<file path="src/rtl/mem_bus_arbiter_if.sv">
// Bus bundle shared by the fetch requester (ibus), the LSU requester (dbus)
// and the single memory port behind mem_bus_arbiter.
//   master : arbiter side, drives every O_* signal
//   slave  : environment side (requesters + memory), drives every I_* signal
// Signals: I/O_ibus_* fetch bus, I/O_dbus_* load/store bus,
//          O_mem_* / I_mem_* memory port, O_timeout sticky abort flag.
interface mem_bus_arbiter_if #(
  parameter int unsigned ADDR_W = 32,
  parameter int unsigned DATA_W = 32,
  parameter int unsigned MASK_W = 4
);
  logic              I_ibus_req;
  logic              I_ibus_we;
  logic [ADDR_W-1:0] I_ibus_addr;
  logic [DATA_W-1:0] I_ibus_data;
  logic [MASK_W-1:0] I_ibus_mask;
  logic [DATA_W-1:0] O_ibus_data;
  logic              O_ibus_ack;
  logic              O_ibus_stallreq;

  logic              I_dbus_req;
  logic              I_dbus_we;
  logic [ADDR_W-1:0] I_dbus_addr;
  logic [DATA_W-1:0] I_dbus_data;
  logic [MASK_W-1:0] I_dbus_mask;
  logic [DATA_W-1:0] O_dbus_data;
  logic              O_dbus_ack;
  logic              O_dbus_stallreq;

  logic              O_mem_req;
  logic              O_mem_we;
  logic [ADDR_W-1:0] O_mem_addr;
  logic [DATA_W-1:0] O_mem_data;
  logic [MASK_W-1:0] O_mem_mask;
  logic [DATA_W-1:0] I_mem_data;
  logic              I_mem_ack;

  logic              O_timeout;

  modport master (
    input  I_ibus_req, I_ibus_we, I_ibus_addr, I_ibus_data, I_ibus_mask,
    output O_ibus_data, O_ibus_ack, O_ibus_stallreq,
    input  I_dbus_req, I_dbus_we, I_dbus_addr, I_dbus_data, I_dbus_mask,
    output O_dbus_data, O_dbus_ack, O_dbus_stallreq,
    output O_mem_req, O_mem_we, O_mem_addr, O_mem_data, O_mem_mask,
    input  I_mem_data, I_mem_ack,
    output O_timeout
  );

  modport slave (
    output I_ibus_req, I_ibus_we, I_ibus_addr, I_ibus_data, I_ibus_mask,
    input  O_ibus_data, O_ibus_ack, O_ibus_stallreq,
    output I_dbus_req, I_dbus_we, I_dbus_addr, I_dbus_data, I_dbus_mask,
    input  O_dbus_data, O_dbus_ack, O_dbus_stallreq,
    input  O_mem_req, O_mem_we, O_mem_addr, O_mem_data, O_mem_mask,
    output I_mem_data, I_mem_ack,
    input  O_timeout
  );
endinterface

</file>
<file path="src/rtl/mem_bus_arbiter.sv">
// mem_bus_arbiter: shares one memory port between the fetch bus (ibus) and
// the load/store bus (dbus). One requester is granted at a time; its request
// is latched at grant and held on O_mem_* until the memory acks or the
// watchdog aborts (read data 0xDEADBEEF, sticky O_timeout).
// Ports: clk, rst (async, active-high), bus (mem_bus_arbiter_if.master).
// Parameters: ADDR_W, DATA_W, MASK_W, TIMEOUT (1..255, 8-bit watchdog).
// Option: define ARB_ROUND_ROBIN_EN to alternate grants on simultaneous
// requests; otherwise dbus has fixed priority over ibus.
module mem_bus_arbiter #(
  parameter int unsigned ADDR_W  = 32,
  parameter int unsigned DATA_W  = 32,
  parameter int unsigned MASK_W  = 4,
  parameter int unsigned TIMEOUT = 255
) (
  input  logic              clk,
  input  logic              rst,
  mem_bus_arbiter_if.master bus
);
  localparam int unsigned       CNT_W      = 8;
  localparam logic [CNT_W-1:0]  CNT_LAST   = CNT_W'(TIMEOUT - 1);
  localparam logic [DATA_W-1:0] ABORT_DATA = DATA_W'(32'hDEADBEEF);

  typedef enum logic [1:0] {IDLE, GNT_I, GNT_D} state_e;

  typedef struct packed {
    logic              we;
    logic [ADDR_W-1:0] addr;
    logic [DATA_W-1:0] data;
    logic [MASK_W-1:0] mask;
  } req_t;

  state_e            state_q, state_d;
  req_t              req_q, req_d;
  logic [CNT_W-1:0]  cnt_q, cnt_d;
  logic              mem_req_q, mem_req_d;
  logic              ibus_ack_q, ibus_ack_d;
  logic              dbus_ack_q, dbus_ack_d;
  logic [DATA_W-1:0] ibus_data_q, ibus_data_d;
  logic [DATA_W-1:0] dbus_data_q, dbus_data_d;
  logic              timeout_q, timeout_d;
  logic              pick_dbus;
  logic              done;
  logic [DATA_W-1:0] rdata;
`ifdef ARB_ROUND_ROBIN_EN
  logic              last_grant_q, last_grant_d;  // 1 = dbus got the last grant
`endif

  // State and output registers
  always_ff @(posedge clk or posedge rst) begin
    if (rst) begin
      state_q     <= IDLE;
      req_q       <= '0;
      cnt_q       <= '0;
      mem_req_q   <= 1'b0;
      ibus_ack_q  <= 1'b0;
      dbus_ack_q  <= 1'b0;
      ibus_data_q <= '0;
      dbus_data_q <= '0;
      timeout_q   <= 1'b0;
`ifdef ARB_ROUND_ROBIN_EN
      last_grant_q <= 1'b0;
`endif
    end else begin
      state_q     <= state_d;
      req_q       <= req_d;
      cnt_q       <= cnt_d;
      mem_req_q   <= mem_req_d;
      ibus_ack_q  <= ibus_ack_d;
      dbus_ack_q  <= dbus_ack_d;
      ibus_data_q <= ibus_data_d;
      dbus_data_q <= dbus_data_d;
      timeout_q   <= timeout_d;
`ifdef ARB_ROUND_ROBIN_EN
      last_grant_q <= last_grant_d;
`endif
    end
  end

  // Next-state: arbitration in IDLE, completion/watchdog while granted
  always_comb begin
    state_d     = state_q;
    req_d       = req_q;
    cnt_d       = cnt_q;
    mem_req_d   = mem_req_q;
    ibus_ack_d  = 1'b0;
    dbus_ack_d  = 1'b0;
    ibus_data_d = ibus_data_q;
    dbus_data_d = dbus_data_q;
    timeout_d   = timeout_q;
    done        = 1'b0;
    rdata       = '0;
    pick_dbus   = bus.I_dbus_req;
`ifdef ARB_ROUND_ROBIN_EN
    last_grant_d = last_grant_q;
    if (bus.I_dbus_req && bus.I_ibus_req) pick_dbus = ~last_grant_q;
`endif

    case (state_q)
      IDLE: begin
        // Any I_mem_ack seen here is spurious and ignored
        if (bus.I_dbus_req || bus.I_ibus_req) begin
          cnt_d     = '0;
          mem_req_d = 1'b1;
`ifdef ARB_ROUND_ROBIN_EN
          last_grant_d = pick_dbus;
`endif
          if (pick_dbus) begin
            state_d = GNT_D;
            req_d   = '{we: bus.I_dbus_we, addr: bus.I_dbus_addr,
                        data: bus.I_dbus_data, mask: bus.I_dbus_mask};
          end else begin
            state_d = GNT_I;
            req_d   = '{we: bus.I_ibus_we, addr: bus.I_ibus_addr,
                        data: bus.I_ibus_data, mask: bus.I_ibus_mask};
          end
        end
      end
      GNT_I, GNT_D: begin
        // A real ack beats the watchdog when both land in the same cycle
        if (bus.I_mem_ack) begin
          done  = 1'b1;
          rdata = req_q.we ? '0 : bus.I_mem_data;
        end else if (cnt_q == CNT_LAST) begin
          done      = 1'b1;
          rdata     = ABORT_DATA;
          timeout_d = 1'b1;
        end else begin
          cnt_d = cnt_q + CNT_W'(1);
        end
        if (done) begin
          state_d   = IDLE;
          mem_req_d = 1'b0;
          if (state_q == GNT_I) begin
            ibus_ack_d  = 1'b1;
            ibus_data_d = rdata;
          end else begin
            dbus_ack_d  = 1'b1;
            dbus_data_d = rdata;
          end
        end
      end
      default: state_d = IDLE;
    endcase
  end

  assign bus.O_mem_req  = mem_req_q;
  assign bus.O_mem_we   = req_q.we;
  assign bus.O_mem_addr = req_q.addr;
  assign bus.O_mem_data = req_q.data;
  assign bus.O_mem_mask = req_q.mask;

  assign bus.O_ibus_ack  = ibus_ack_q;
  assign bus.O_ibus_data = ibus_data_q;
  assign bus.O_dbus_ack  = dbus_ack_q;
  assign bus.O_dbus_data = dbus_data_q;
  assign bus.O_timeout   = timeout_q;

  // Stall stays up until the requester sees its completion pulse
  assign bus.O_ibus_stallreq = bus.I_ibus_req & ~ibus_ack_q;
  assign bus.O_dbus_stallreq = bus.I_dbus_req & ~dbus_ack_q;
endmodule

</file>
<file path="src/flat_wrapper.sv">
// flat-port wrapper written by rule: the top's interface ports become plain ports
module mem_bus_arbiter_flat 
#(
  parameter int unsigned ADDR_W  = 32,
  parameter int unsigned DATA_W  = 32,
  parameter int unsigned MASK_W  = 4,
  parameter int unsigned TIMEOUT = 255
)
  (clk, rst, bus_I_ibus_req, bus_I_ibus_we, bus_I_ibus_addr, bus_I_ibus_data, bus_I_ibus_mask, bus_O_ibus_data, bus_O_ibus_ack, bus_O_ibus_stallreq, bus_I_dbus_req, bus_I_dbus_we, bus_I_dbus_addr, bus_I_dbus_data, bus_I_dbus_mask, bus_O_dbus_data, bus_O_dbus_ack, bus_O_dbus_stallreq, bus_O_mem_req, bus_O_mem_we, bus_O_mem_addr, bus_O_mem_data, bus_O_mem_mask, bus_I_mem_data, bus_I_mem_ack, bus_O_timeout);
  mem_bus_arbiter_if #(.ADDR_W(ADDR_W), .DATA_W(DATA_W), .MASK_W(MASK_W)) bus_i ();
  input  logic clk;
  input  logic rst;
  input wire logic [$bits(bus_i.I_ibus_req)-1:0] bus_I_ibus_req;
  input wire logic [$bits(bus_i.I_ibus_we)-1:0] bus_I_ibus_we;
  input wire logic [$bits(bus_i.I_ibus_addr)-1:0] bus_I_ibus_addr;
  input wire logic [$bits(bus_i.I_ibus_data)-1:0] bus_I_ibus_data;
  input wire logic [$bits(bus_i.I_ibus_mask)-1:0] bus_I_ibus_mask;
  output wire logic [$bits(bus_i.O_ibus_data)-1:0] bus_O_ibus_data;
  output wire logic [$bits(bus_i.O_ibus_ack)-1:0] bus_O_ibus_ack;
  output wire logic [$bits(bus_i.O_ibus_stallreq)-1:0] bus_O_ibus_stallreq;
  input wire logic [$bits(bus_i.I_dbus_req)-1:0] bus_I_dbus_req;
  input wire logic [$bits(bus_i.I_dbus_we)-1:0] bus_I_dbus_we;
  input wire logic [$bits(bus_i.I_dbus_addr)-1:0] bus_I_dbus_addr;
  input wire logic [$bits(bus_i.I_dbus_data)-1:0] bus_I_dbus_data;
  input wire logic [$bits(bus_i.I_dbus_mask)-1:0] bus_I_dbus_mask;
  output wire logic [$bits(bus_i.O_dbus_data)-1:0] bus_O_dbus_data;
  output wire logic [$bits(bus_i.O_dbus_ack)-1:0] bus_O_dbus_ack;
  output wire logic [$bits(bus_i.O_dbus_stallreq)-1:0] bus_O_dbus_stallreq;
  output wire logic [$bits(bus_i.O_mem_req)-1:0] bus_O_mem_req;
  output wire logic [$bits(bus_i.O_mem_we)-1:0] bus_O_mem_we;
  output wire logic [$bits(bus_i.O_mem_addr)-1:0] bus_O_mem_addr;
  output wire logic [$bits(bus_i.O_mem_data)-1:0] bus_O_mem_data;
  output wire logic [$bits(bus_i.O_mem_mask)-1:0] bus_O_mem_mask;
  input wire logic [$bits(bus_i.I_mem_data)-1:0] bus_I_mem_data;
  input wire logic [$bits(bus_i.I_mem_ack)-1:0] bus_I_mem_ack;
  output wire logic [$bits(bus_i.O_timeout)-1:0] bus_O_timeout;
  assign bus_i.I_ibus_req = bus_I_ibus_req;
  assign bus_i.I_ibus_we = bus_I_ibus_we;
  assign bus_i.I_ibus_addr = bus_I_ibus_addr;
  assign bus_i.I_ibus_data = bus_I_ibus_data;
  assign bus_i.I_ibus_mask = bus_I_ibus_mask;
  assign bus_O_ibus_data = bus_i.O_ibus_data;
  assign bus_O_ibus_ack = bus_i.O_ibus_ack;
  assign bus_O_ibus_stallreq = bus_i.O_ibus_stallreq;
  assign bus_i.I_dbus_req = bus_I_dbus_req;
  assign bus_i.I_dbus_we = bus_I_dbus_we;
  assign bus_i.I_dbus_addr = bus_I_dbus_addr;
  assign bus_i.I_dbus_data = bus_I_dbus_data;
  assign bus_i.I_dbus_mask = bus_I_dbus_mask;
  assign bus_O_dbus_data = bus_i.O_dbus_data;
  assign bus_O_dbus_ack = bus_i.O_dbus_ack;
  assign bus_O_dbus_stallreq = bus_i.O_dbus_stallreq;
  assign bus_O_mem_req = bus_i.O_mem_req;
  assign bus_O_mem_we = bus_i.O_mem_we;
  assign bus_O_mem_addr = bus_i.O_mem_addr;
  assign bus_O_mem_data = bus_i.O_mem_data;
  assign bus_O_mem_mask = bus_i.O_mem_mask;
  assign bus_i.I_mem_data = bus_I_mem_data;
  assign bus_i.I_mem_ack = bus_I_mem_ack;
  assign bus_O_timeout = bus_i.O_timeout;
  mem_bus_arbiter #(.ADDR_W(ADDR_W), .DATA_W(DATA_W), .MASK_W(MASK_W), .TIMEOUT(TIMEOUT)) u_core (.clk(clk), .rst(rst), .bus(bus_i));
endmodule
</file>
<file path="config.mk">
export PLATFORM = sky130hd
export DESIGN_NAME = mem_bus_arbiter_flat
export DESIGN_NICKNAME = d
export VERILOG_FILES = /design/src/rtl/mem_bus_arbiter_if.sv /design/src/rtl/mem_bus_arbiter.sv /design/src/flat_wrapper.sv
export SDC_FILE = /design/constraint.sdc
export NUM_CORES = 1
export LEC_CHECK = 0
export ABC_AREA = 1
export BUFFER_PORTS_ARGS = -buffer_cell sky130_fd_sc_hd__buf_2
export CORE_ASPECT_RATIO = 0.75
export CORE_MARGIN = 3
export CORE_UTILIZATION = 51
export CTS_CLUSTER_DIAMETER = 120
export DETAILED_ROUTE_END_ITERATION = 10
export GPL_TIMING_DRIVEN = 0
export HOLD_SLACK_MARGIN = 0.03
export PLACE_DENSITY = 0.86
export SLEW_MARGIN = 0
export SYNTH_ARGS = -nofsm -noshare
export SYNTH_HDL_FRONTEND = slang
export SYNTH_SLANG_ARGS = --single-unit
</file>
<file path="constraint.sdc">
create_clock -name clk -period 12.9 [get_ports clk]
set_input_delay 2.58 -clock clk [delete_from_list [all_inputs] [get_ports clk]]
set_output_delay 2.58 -clock clk [all_outputs]
set_load 0.1 [all_outputs]
</file>
==> metrics.cfg, run 1 <==
[synth]
netlist_instances=811
netlist.area_leader.share=0.546
syn_area_sq_um=6740
yosys.cell_count.top_type=sky130_fd_sc_hd__nand2_1
most_numerous_cell_types_in_the_synthesized_netlist=sky130_fd_sc_hd__nand2_1, sky130_fd_sc_hd__dfrtp_1, sky130_fd_sc_hd__nor2_1
yosys_register_bits=147
seq_area_frac_synth=0.546
synth_area_leaders=sky130_fd_sc_hd__dfrtp_1, sky130_fd_sc_hd__nand2_1, sky130_fd_sc_hd__a31oi_1, sky130_fd_sc_hd__nor2_1, sky130_fd_sc_hd__nand3_1
asyncSetResetFlopFracSynth=1.00
syn-num-nets=993
synth_area_leader_cell=sky130_fd_sc_hd__dfrtp_1
synth-edff-count=0
yosys_most_used_dff=sky130_fd_sc_hd__dfrtp_1
synth_cell_types=28
yosys_warnings=0
mean_syn_cell_area_sq_um=8.30

[timing]
tightestPinTransition_ps=547
rsz0062_at_grt=no
finalCritPeriodShare=0.500
setup-violations-final=0
final-hold-violation-count=0
timing.setup.tns_ps=0
achievable-frequency_mhz=155
slew-limit-headroom=0.636
finClkSkew_ps=11.8
report.final.slew_viol_count=0
final.min_clock_period_ps=6450

[cells_and_area]
area_delta_synth_final_pct=35.5
nNetsFinal=1325
final_layout_size_suffix_gt1_frac=0.346
post_route_cell_area_sq_um=9130
num-fill-cells=945

[clock_network]
cts.repair_timing.setup_buffer_count=0
maximum_clock_insertion_buffer_count=2
cts.hold.buffers_added=0
clk-insertion-delay-late_ps=410
cts.repair.resized=0
cts_num_sinks=147
clock_tree_from_tritoncts=yes
cts-buffers-inserted=17
cts_root_buf=sky130_fd_sc_hd__clkbuf_16
number_of_levels_in_the_clock_h_tree=4
clkSlewWorstSetupHoldPaths_ps=60

[global_routing]
aggregate_global_route_resource_usage=0.294
grt_busiest_layer=met2
grt_pass1_vias=6462
grt_pass1_wl_um=34300
grt_max_degree=97
number_of_antenna_violations_at_the_first_check_in_global_routing=2
grt_util_met3=0.0658
globalRouteOverflowTotal=0
globalRouteMet1Util=0.388
grt_util_met2=0.478

[die]
floorplan.initialDensity=0.536
core-area_sq_um=12600
die_w_um=139
row_count=35
dieArea_sq_um=14600
number_of_ports_placed_on_the_die_boundary=314
floorplan.die.height_um=106

[route]
drt_iter0_markers=562
firstDrtPassIters=5
final_antenna_net_count=0
detail_route.wirelength_um=22000
viasPerCell=5.28
num_vias=6988
drt_drc_violations_left=0
wl_per_cell_um=16.6

[critical_path]
critical_path_required_ps=10320
cpMaxStageDelayCell=sky130_fd_sc_hd__buf_2
crit_path_frequent_cell=sky130_fd_sc_hd__buf_2
ff2ff_path_depth=9
worstSetupStartpointType=primary input
critPathKind=in -> out
critical_path.max_fanout=10
cp_slowest_stage_delay_ps=430
crit_reg_reg_startpoint=u_core.state_q[0]
timing.reg2reg.setup_slack_ps=11060
crit_chain=buf_2 -> inv_2 -> clkbuf_1 -> nor2_1 -> buf_2
worstPathArrival_ps=3870
end_kind=primary output
worstReg2RegEnd=u_core.cnt_q[0]

[min_path]
min_delay_worst_endpoint=u_core.bus.O_dbus_data[10]
hold_depth=2
hold_path.class=reg -> reg
worstHoldStart=u_core.bus.O_dbus_data[10]

[placement]
place.gp.congestion=0.884
hpwlAfterDp_um=16400
numPortBuffers=312
post_dp_cell_area_sq_um=8540

[flow_run]
max-cap-violations=0

[status]
outcome=completed

## worst max path at each step
stage,slack (ps),depth (start not counted),to,startpoint
floorplan,6050,4,bus_O_dbus_stallreq,bus_I_dbus_req
global placement,4790,2,u_core.bus.O_dbus_data[17],rst
detailed placement,6450,5,bus_O_dbus_stallreq,bus_I_dbus_req
CTS,6440,5,bus_O_dbus_stallreq,bus_I_dbus_req
global route,6350,5,bus_O_dbus_stallreq,bus_I_dbus_req
finish,6450,5,bus_O_dbus_stallreq,bus_I_dbus_req
## state kept, by name, summed over array words and instances, names as in the netlist
register,count
u_core.bus.O_mem_req,1
u_core.bus.O_dbus_data,32
u_core.bus.O_mem_mask,4
u_core.bus.O_ibus_ack,1
u_core.cnt_q,8
u_core.bus.O_timeout,1
u_core.bus.O_mem_addr,32
u_core.bus.O_mem_we,1
u_core.bus.O_mem_data,32
u_core.bus.O_dbus_ack,1
u_core.bus.O_ibus_data,32
u_core.state_q,2
## cells by family after synthesis
kind of cell | count (synthesis) | share of synthesized area
adders and majority gates | 7 | 0.0130
AOI/OAI and AO/OA | 94 | 0.0838
and+or+nand+nor | 491 | 0.297
buffers and inverters | 71 | 0.0591
DFF | 147 | 0.546
xor gates and xnor gates | 1 | 0.00130
## layout make-up
| type | count | area, sq um | share of cell area |
|---|---|---|---|
| flip-flops and latches | 147 | 3680 | 0.403 |
| clock inverters | 14 | 156 | 0.0171 |
| multi-input cells | 593 | 2660 | 0.291 |
| diodes | 1 | 2.50 | 0.000274 |
| inverters | 15 | 61.3 | 0.00672 |
| clock buffers | 18 | 429 | 0.0470 |
| well taps | 166 | 208 | 0.0228 |
| plain buffers | 56 | 342 | 0.0374 |
| repair buffers | 313 | 1590 | 0.174 |
## per-stage QoR
step	util	worst slack [ps]	hold slack [ps]	cells
global route	0.726	6350	493	1323
finish	0.726	6450	475	1323
detailed placement	0.679	6450	460	1290
floorplan	-	6050	475	811
CTS	0.726	6440	476	1322
global placement	0.677	4790	457	1289
## cell usage in the layout (no fill, tap or decap), drive strengths merged
| cell | netlist | final |
|---|---|---|
| ha | 7 | 7 |
| inv | 15 | 18 |
| o21bai | 2 | 2 |
| diode | 0 | 1 |
| xor2 | 1 | 1 |
| o21ai | 22 | 22 |
| nand3 | 59 | 59 |
| o21a | 1 | 1 |
| or2 | 3 | 3 |
| nor2 | 81 | 81 |
| a31oi | 69 | 69 |
| dfrtp | 147 | 147 |
| nand2 | 344 | 344 |
| buf | 40 | 353 |
| clkbuf | 16 | 34 |
| clkinvlp | 0 | 3 |
| nand4 | 2 | 2 |
| clkinv | 0 | 6 |
| nand3b | 2 | 2 |
| bufinv | 0 | 2 |
## per-layer routing
layer  vias to the layer above  part of all wire
met4                         2             0.035
li1                       3290                 -
met5                         -           0.00082
met2                       375              0.49
met1                      3267              0.40
met3                        54             0.077
## worst max-delay path, delay by kind of cell
| kind | cells | cell delay (ps) |
|---|---|---|
| buf+inv | 4 | 1140 |
| simple gates | 1 | 150 |
Power of run 1 is not shown: default switching activity piles up to over one toggle a cycle in this logic, so the estimate is an artifact.
==> inputs of run 2 (changes only) <==
- CORE_UTILIZATION: 51 -> 42
- PLACE_DENSITY: 0.86 -> 0.76
- clock period: 12.9 -> 5.7 ns (I/O delays scaled with it)
==> metrics.cfg, run 2 (synthesis results as in run 1) <==
[clock_network]
clock_tree_from_tritoncts=yes
maximum_clock_insertion_buffer_count=2  ; unchanged
clk-insertion-delay-late_ps=410  ; about the same
number_of_levels_in_the_clock_h_tree=4  ; unchanged
cts_root_buf=sky130_fd_sc_hd__clkbuf_16
cts.repair.resized=0  ; unchanged
cts_num_sinks=147  ; unchanged
cts-buffers-inserted=17  ; unchanged
clkSlewWorstSetupHoldPaths_ps=60  ; about the same
cts.repair_timing.setup_buffer_count=0  ; unchanged
cts.hold.buffers_added=0  ; unchanged

[route]
firstDrtPassIters=5  ; unchanged
drt_iter0_markers=444  ; -21%
final_antenna_net_count=0  ; unchanged
wl_per_cell_um=15.8  ; -4.7%
detail_route.wirelength_um=21600  ; -1.8%
viasPerCell=4.95  ; -6.3%
drt_drc_violations_left=0  ; unchanged
num_vias=6744  ; -3.5%

[timing]
finalCritPeriodShare=0.631
timing.setup.tns_ps=0  ; unchanged
final.min_clock_period_ps=3600
slew-limit-headroom=0.639  ; +0.00344
final-hold-violation-count=0  ; unchanged
tightestPinTransition_ps=545  ; -1.41 ps
report.final.slew_viol_count=0  ; unchanged
setup-violations-final=0  ; unchanged
finClkSkew_ps=8.93  ; -2.90 ps
rsz0062_at_grt=no
achievable-frequency_mhz=278

[cells_and_area]
final_layout_size_suffix_gt1_frac=0.347  ; +0.000865
area_delta_synth_final_pct=36.1
nNetsFinal=1325  ; unchanged
layout_commonest_cell=sky130_fd_sc_hd__nand2_1
commonest_cells_after_routing_fill_and_taps_aside=sky130_fd_sc_hd__nand2_1, sky130_fd_sc_hd__buf_2, sky130_fd_sc_hd__dfrtp_1

[global_routing]
grt_pass1_wl_um=33800  ; -1.3%
globalRouteOverflowTotal=0  ; unchanged
grt_pass1_vias=6448  ; -0.22%
grt_max_degree=98  ; +1.0%
aggregate_global_route_resource_usage=0.242  ; -0.0524
number_of_antenna_violations_at_the_first_check_in_global_routing=4  ; +2

[die]
floorplan.initialDensity=0.435  ; -0.100
row_count=39  ; +11%
number_of_ports_placed_on_the_die_boundary=314  ; unchanged
die_w_um=152  ; +9.8%
core-area_sq_um=15500  ; +23%
dieArea_sq_um=17600  ; +20%
floorplan.die.height_um=116  ; +9.6%

[critical_path]
critical_path_required_ps=4560  ; -5760 ps
worstPathArrival_ps=2460  ; -1410 ps
critPathKind=in -> out
timing.reg2reg.setup_slack_ps=3960  ; -7100 ps
critical_path.max_fanout=10  ; unchanged
worstSetupStartpointType=primary input
end_kind=primary output

[min_path]
hold_path.class=reg -> reg

[placement]
numPortBuffers=312  ; unchanged
place.gp.congestion=0.859  ; -2.9%
hpwlAfterDp_um=16600  ; +1.1%

[flow_run]
max-cap-violations=0  ; unchanged

[status]
outcome=completed

## run 2: cell types whose count changed in the layout (fill, tap and decap cells not counted), sizes merged
cell,previous run,this run
bufinv,2,1
clkinvlp,3,1
inv,18,20
clkbuf,34,35
diode,1,2
## run 2: layout make-up
| class | instances | area [sq um] |
|---|---|---|
| Multi-Input combinational cell | 593 | 2660 |
| Clock buffer | 19 | 453 |
| Timing Repair Buffer | 313 | 1590 |
| Sequential cell | 147 | 3680 |
| Buffer | 56 | 342 |
| Fill cell | 1396 | 6300 |
| Clock inverter | 13 | 123 |
| Antenna cell | 2 | 5.00 |
| Inverter | 15 | 61.3 |
| Tap cell | 205 | 256 |
## run 2: worst max-delay path, stage by stage
cell and delay [ps]:
sky130_fd_sc_hd__buf_2 240, sky130_fd_sc_hd__inv_2 160, sky130_fd_sc_hd__clkbuf_1 280, sky130_fd_sc_hd__nor2_1 190
sky130_fd_sc_hd__buf_2 450
## run 2: layer usage
metal | global-route usage | vias to the layer above | wire [um]
met5 | 0 | - | 21
met4 | 0.0898 | 4 | 585
met3 | 0.0638 | 42 | 1560
met2 | 0.405 | 294 | 10600
met1 | 0.308 | 3110 | 8860
li1 | - | 3294 | -
## run 2: metrics by stage
step                hold WS, ps   util  setup slack, ps  cell area [sq um]  cells
global route                499  0.593             2060               9170   1363
global placement            454  0.553            -1140               8550   1328
CTS                         472  0.592             2090               9160   1361
detailed placement          458  0.555             2090               8590   1329
floorplan                   475      -              609               6740    811
finish                      466  0.593             2100               9170   1363
## run 2: path summary, 6_finish.rpt
check                                             end            startpoint  depth (start not counted)
min                              u_core.bus.O_timeout  u_core.bus.O_timeout                          1
max in group asynchronous  u_core.bus.O_ibus_data[29]                   rst                          3
max reg2reg                           u_core.cnt_q[1]     u_core.state_q[0]                          9
max                               bus_O_dbus_stallreq        bus_I_dbus_req                          5
min in group asynchronous    u_core.bus.O_mem_data[1]                   rst                          2
min reg2reg                      u_core.bus.O_timeout  u_core.bus.O_timeout                          1
Power of run 2 is left out for the same reason.
